### config.mk
export PLATFORM = sky130hd
export DESIGN_NAME = alu_op_sequencer
export DESIGN_NICKNAME = d
export VERILOG_FILES = /design/src/rtl/alu_op_sequencer.sv
export SDC_FILE = /design/constraint.sdc
export NUM_CORES = 1
export LEC_CHECK = 0
export BUFFER_PORTS_ARGS = -buffer_cell sky130_fd_sc_hd__buf_2
export CAP_MARGIN = 15
export CORE_AREA = 3 3 57 85
export DETAILED_ROUTE_END_ITERATION = 16
export DIE_AREA = 0 0 60 88
export GPL_TIMING_DRIVEN = 0
export PLACE_DENSITY = 0.73
export SLEW_MARGIN = 20
export SYNTH_ARGS = -nofsm -noshare
export SYNTH_HDL_FRONTEND = slang
export SYNTH_SLANG_ARGS = --single-unit
export TNS_END_PERCENT = 1
### constraint.sdc
create_clock -name clk -period 2.33 [get_ports clk]
set_input_delay 0.233 -clock clk [delete_from_list [all_inputs] [get_ports clk]]
set_output_delay 0.233 -clock clk [all_outputs]
set_load 0.05 [all_outputs]
### src/rtl/alu_op_sequencer.sv
// alu_op_sequencer: multi-cycle controller for one reg-to-reg ALU op
// over the shared 32-bit bus (Y/Z/HI/LO strobes, start/busy/done).
module alu_op_sequencer #(
  parameter int MD_WAIT = 4,
  parameter int OP_W    = 5
) (
  input  logic            clk,
  input  logic            clr,
  input  logic            start,
  input  logic [OP_W-1:0] opcode,
  input  logic [3:0]      ra,
  input  logic [3:0]      rb,
  input  logic [3:0]      rc,
  output logic            busy,
  output logic            done,
  output logic            err,
  output logic [OP_W-1:0] alu_op,
  output logic            gpr_out_en,
  output logic [3:0]      gpr_out_sel,
  output logic            c_out_en,
  output logic            y_in,
  output logic            z_in,
  output logic            zlo_out,
  output logic            zhi_out,
  output logic            gpr_in_en,
  output logic [3:0]      gpr_in_sel,
  output logic            lo_in,
  output logic            hi_in
);

  typedef enum logic [2:0] {
    S_IDLE,
    S_LOAD_Y,
    S_EXEC,
    S_WB_LO,
    S_WB_HI,
    S_DONE
  } state_t;

  typedef enum logic [1:0] {
    C_BIN,
    C_UNI,
    C_MD,
    C_ILL
  } cls_t;

  localparam logic [OP_W-1:0] OP_ADD  = OP_W'(3);
  localparam logic [OP_W-1:0] OP_ADDI = OP_W'(12);
  localparam logic [OP_W-1:0] OP_ORI  = OP_W'(14);
  localparam logic [OP_W-1:0] OP_MUL  = OP_W'(15);
  localparam logic [OP_W-1:0] OP_DIV  = OP_W'(16);
  localparam logic [OP_W-1:0] OP_NEG  = OP_W'(17);
  localparam logic [OP_W-1:0] OP_NOT  = OP_W'(18);

  localparam logic [3:0] LAST = 4'(MD_WAIT - 1);

  function automatic cls_t classify(
    input logic [OP_W-1:0] op
  );
    cls_t c;
    c = C_ILL;
    unique case (1'b1)
      (op >= OP_ADD && op <= OP_ORI):
        c = C_BIN;
      (op == OP_MUL || op == OP_DIV):
        c = C_MD;
      (op == OP_NEG || op == OP_NOT):
        c = C_UNI;
      default:
        c = C_ILL;
    endcase
    return c;
  endfunction

  state_t          state;
  cls_t            cls_q;
  logic [OP_W-1:0] op_q;
  logic [3:0]      ra_q;
  logic [3:0]      rb_q;
  logic [3:0]      rc_q;
  logic [3:0]      cnt;

  logic            idle;
  cls_t            cur_cls;
  logic [OP_W-1:0] cur_op;
  logic [3:0]      cur_rb;
  logic [3:0]      cur_rc;
  logic            enter_exec;
  logic            ex_imm;
  logic [3:0]      ex_sel;
  logic            ex_z;
  logic            exec_last;

  // Operand view: live inputs while idle, latched fields once accepted
  always_comb begin
    idle     = (state == S_IDLE);
    cur_op   = idle ? opcode : op_q;
    cur_rb   = idle ? rb : rb_q;
    cur_rc   = idle ? rc : rc_q;
    cur_cls  = idle ? classify(opcode) : cls_q;
    enter_exec = (idle && start && cur_cls == C_UNI)
              || (state == S_LOAD_Y);
    ex_imm   = (cur_op >= OP_ADDI) && (cur_op <= OP_ORI);
    ex_sel   = (cur_cls == C_UNI) ? cur_rb : cur_rc;
    ex_z     = (cur_cls != C_MD) || (LAST == 4'd0);
    exec_last = (cls_q != C_MD) || (cnt == LAST);
  end

  // Sequencer FSM; every strobe is registered alongside the state
  always_ff @(posedge clk) begin
    if (clr) begin
      state       <= S_IDLE;
      cls_q       <= C_BIN;
      op_q        <= '0;
      ra_q        <= '0;
      rb_q        <= '0;
      rc_q        <= '0;
      cnt         <= '0;
      busy        <= 1'b0;
      done        <= 1'b0;
      err         <= 1'b0;
      alu_op      <= '0;
      gpr_out_en  <= 1'b0;
      gpr_out_sel <= '0;
      c_out_en    <= 1'b0;
      y_in        <= 1'b0;
      z_in        <= 1'b0;
      zlo_out     <= 1'b0;
      zhi_out     <= 1'b0;
      gpr_in_en   <= 1'b0;
      gpr_in_sel  <= '0;
      lo_in       <= 1'b0;
      hi_in       <= 1'b0;
    end else begin
      done        <= 1'b0;
      alu_op      <= '0;
      gpr_out_en  <= 1'b0;
      gpr_out_sel <= '0;
      c_out_en    <= 1'b0;
      y_in        <= 1'b0;
      z_in        <= 1'b0;
      zlo_out     <= 1'b0;
      zhi_out     <= 1'b0;
      gpr_in_en   <= 1'b0;
      gpr_in_sel  <= '0;
      lo_in       <= 1'b0;
      hi_in       <= 1'b0;

      unique case (state)
        S_IDLE: begin
          if (start) begin
            op_q  <= opcode;
            ra_q  <= ra;
            rb_q  <= rb;
            rc_q  <= rc;
            cls_q <= cur_cls;
            busy  <= 1'b1;
            err   <= 1'b0;
            unique case (cur_cls)
              C_BIN, C_MD: begin
                state       <= S_LOAD_Y;
                gpr_out_en  <= 1'b1;
                gpr_out_sel <= rb;
                y_in        <= 1'b1;
              end
              C_UNI: begin
                state <= S_EXEC;
              end
              default: begin
                state <= S_DONE;
                done  <= 1'b1;
                err   <= 1'b1;
              end
            endcase
          end
        end

        S_LOAD_Y: begin
          state <= S_EXEC;
        end

        S_EXEC: begin
          if (exec_last) begin
            state   <= S_WB_LO;
            zlo_out <= 1'b1;
            if (cls_q == C_MD) begin
              lo_in <= 1'b1;
            end else begin
              gpr_in_en  <= 1'b1;
              gpr_in_sel <= ra_q;
            end
          end else begin
            cnt         <= cnt + 4'd1;
            alu_op      <= op_q;
            gpr_out_en  <= 1'b1;
            gpr_out_sel <= rc_q;
            z_in        <= (cnt + 4'd1 == LAST);
          end
        end

        S_WB_LO: begin
          if (cls_q == C_MD) begin
            state   <= S_WB_HI;
            zhi_out <= 1'b1;
            hi_in   <= 1'b1;
          end else begin
            state <= S_DONE;
            done  <= 1'b1;
          end
        end

        S_WB_HI: begin
          state <= S_DONE;
          done  <= 1'b1;
        end

        S_DONE: begin
          state <= S_IDLE;
          busy  <= 1'b0;
        end

        default: begin
          state <= S_IDLE;
          busy  <= 1'b0;
        end
      endcase

      if (enter_exec) begin
        state       <= S_EXEC;
        cnt         <= '0;
        alu_op      <= cur_op;
        c_out_en    <= ex_imm;
        gpr_out_en  <= !ex_imm;
        gpr_out_sel <= ex_imm ? 4'd0 : ex_sel;
        z_in        <= ex_z;
      end
    end
  end

endmodule

==> flow_summary.json <==
{
  "fmax_mhz": 529,
  "setup_viol": 0,
  "syn_nets": 276,
  "grtUsageTotal_pct": 20.7,
  "antenna_found_initial": 0,
  "slew_headroom_pct": 42.5,
  "ant_nets": 0,
  "cts.sinks": 50,
  "finalClockSkew_ns": 0.00776,
  "synth-warning-count": 0,
  "netlist_area_um2": 2220,
  "synth_edf_count": 0,
  "drc_errors": 0,
  "required_ns": 2.57,
  "hp-class": "primary input to register",
  "core_um2": 4210,
  "ys_seq_area_share_pct": 45.1,
  "ys_types": 48,
  "dr.pass1.iters": 4,
  "grt_overflow": 0,
  "arrival_ns": 2.13,
  "path_class": "register to register",
  "ys_ff_latch": 50,
  "fillers": 397,
  "vias": 2023,
  "irDropWorstVdd_mv": 0.659,
  "io_pins": 45,
  "rows": 29,
  "design.die.area_um2": 5280,
  "cts_buffers": 5,
  "hold_viol": 0,
  "cp_max_fo": 10,
  "power.switching_mw": 1.19,
  "drv_cap": 0,
  "syn_avg_cell_area_um2": 8.74,
  "fin_util_pct": 61.6,
  "via_per_inst": 5.80,
  "fp.dieW_um": 60,
  "grt_pass1_vias": 1812,
  "rsz0062_at_grt": "false",
  "cts_resized": 0,
  "n_antenna_cell": 0,
  "wirelength_um": 5270,
  "final.period_utilization_pct": 81.1,
  "ys_top_cells_by_area": "dfxtp_1, nand2_1, a21oi_1",
  "pwr-share-seq_pct": 39.0,
  "clkPwrFrac_pct": 20.8,
  "cts_hold_buffers": 0,
  "fin_nets": 324,
  "synth_common_cells": "dfxtp_1, nand2_1, a21oi_1",
  "end_kind": "register",
  "die_y_um": 88,
  "gp_congestion": 0.839,
  "status": "completed",
  "p_comb_share_pct": 40.3,
  "dp.cells": 341,
  "grt_max_degree": 16,
  "power_density_nw_per_um2": 1110,
  "worst_pin_slew_ns": 0.840,
  "async_reset_ff_share_pct": 0,
  "p_sw_share_pct": 41.6,
  "clk_latency_ns": 0.30,
  "syn_inst": 254,
  "io_buffers": 41,
  "grt_pass1_wl_um": 8320,
  "h-tree-depth": 2,
  "area_growth_pct": 16.7,
  "report.final.slew_viol_count": 0,
  "yosysTopAreaCellShare_pct": 45.1,
  "cts_tree": "yes",
  "setup_tns_ns": 0,
  "final-instance-count-excl-fill": 349,
  "path_clk_slew_ns": 0.09,
  "cellLeakagePower_nw": 1.05,
  "synth_top_area_cell": "dfxtp_1",
  "wl_per_cell_um": 15.1,
  "synth.most_common_cell": "dfxtp_1",
  "ys.flop_type": "dfxtp_1",
  "drt_iter0_drc": 94,
  "p_int_mw": 1.68,
  "root_buffer": "clkbuf_8",
  "start_util_pct": 52.7,
  "startpoint_type": "register",
  "period_minus_slack_ns": 1.89,
  "post_cts_buffers": 0,
  "clk_path_buf_depth": 2,
  "drive_gt1_share_pct": 20.8,
  "hpwlAfterDp_um": 3760,
  "hold_slack_ns": 0.157
}
==> cell families (layout without fill, tap and decap cells) <==
kind of cell,count (synthesis),in the layout,synth area share [%]
AND/OR/NAND/NOR,104,104,24.2
AO/OA/AOI/OAI,70,70,21.8
flip-flops,50,50,45.1
buffers and inverters,21,70,4.68
XOR/XNOR,7,7,3.10
adder cells (fa/ha/maj),2,2,1.13
==> through the flow <==
step	total power, mW	cell area (µm²)	setup WS [ns]
2_1_floorplan	1.99	2220	0.702
3_3_place_gp	2.26	2480	0.473
3_5_place_dp	2.28	2480	0.479
4_1_cts	2.87	2590	0.445
5_1_grt	3.03	2590	0.284
6_report	2.87	2590	0.439
==> flip-flops by register name, summed over array words and instances (netlist names), 3 cells and up <==
signal / cells
rc_q: 4
alu_op: 5
gpr_out_sel: 4
state: 3
ra_q: 4
gpr_in_sel: 4
op_q: 5
cnt: 4
rb_q: 4
==> cell type report <==
class                   count  area, µm²  share of cell area [%]
multi-input cells         183       1110                    43.0
flip-flops and latches     50       1000                    38.6
repair buffers             41        205                    7.92
plain buffers              18       92.6                    3.57
clock buffers               5       68.8                    2.66
well taps                  46       57.6                    2.22
clock inverters             3       40.0                    1.55
inverters                   3       11.3                   0.435
==> routing by layer <==
metal  vias up  part of all wire, %  GRT usage, %
li1       1006                    -             -
met1       962                   42          24.8
met2        49                   52          35.7
met3         6                  4.1          3.83
met4         0                  1.2          7.86
met5         -                    0             0
==> worst max-delay path: stages, from the launching register on <==
cell and delay, ns:
dfxtp_1 0.35, clkbuf_1 0.31, nor4b_1 0.41, a41oi_1 0.15, nor3_2 0.43, o21bai_1 0.17
==> final timing paths <==
| check | from | end | slack, ns | cells after the start |
|---|---|---|---|---|
| worst min register to register | ra_q[0]$_SDFFE_PP0P_ | ra_q[0]$_SDFFE_PP0P_ | 0.45 | 2 |
| worst min-delay path | ra[2] | ra_q[2]$_SDFFE_PP0P_ | 0.16 | 3 |
| worst max-delay path | state[0]$_SDFFE_PP0P_ | gpr_out_en$_SDFF_PP0_ | 0.44 | 5 |
| worst max register to register | state[0]$_SDFFE_PP0P_ | gpr_out_en$_SDFF_PP0_ | 0.44 | 5 |
==> power groups by stage <==
stage	logic [mW]	clock network (mW)	registers, mW
2_1_floorplan	0.643	0	1.35
6_report	1.16	0.597	1.12
3_5_place_dp	1.14	0	1.14
5_1_grt	1.25	0.645	1.14
3_3_place_gp	1.13	0	1.14
4_1_cts	1.14	0.611	1.12
==> placed cells by master, fill, tap and decap left out, types with 5 or more instances in the layout <==
master     n
nand2b_1   5
a21oi_1   25
and2_1     7
dfxtp_1   50
clkbuf_8   5
a211oi_1   6
a31oi_1    7
nor3_1     6
buf_2     46
clkbuf_1   9
nand3_1    5
nor2_1    15
nand2_1   41
o21ai_0    7
Note: power is estimated with default switching activity, not from simulation.
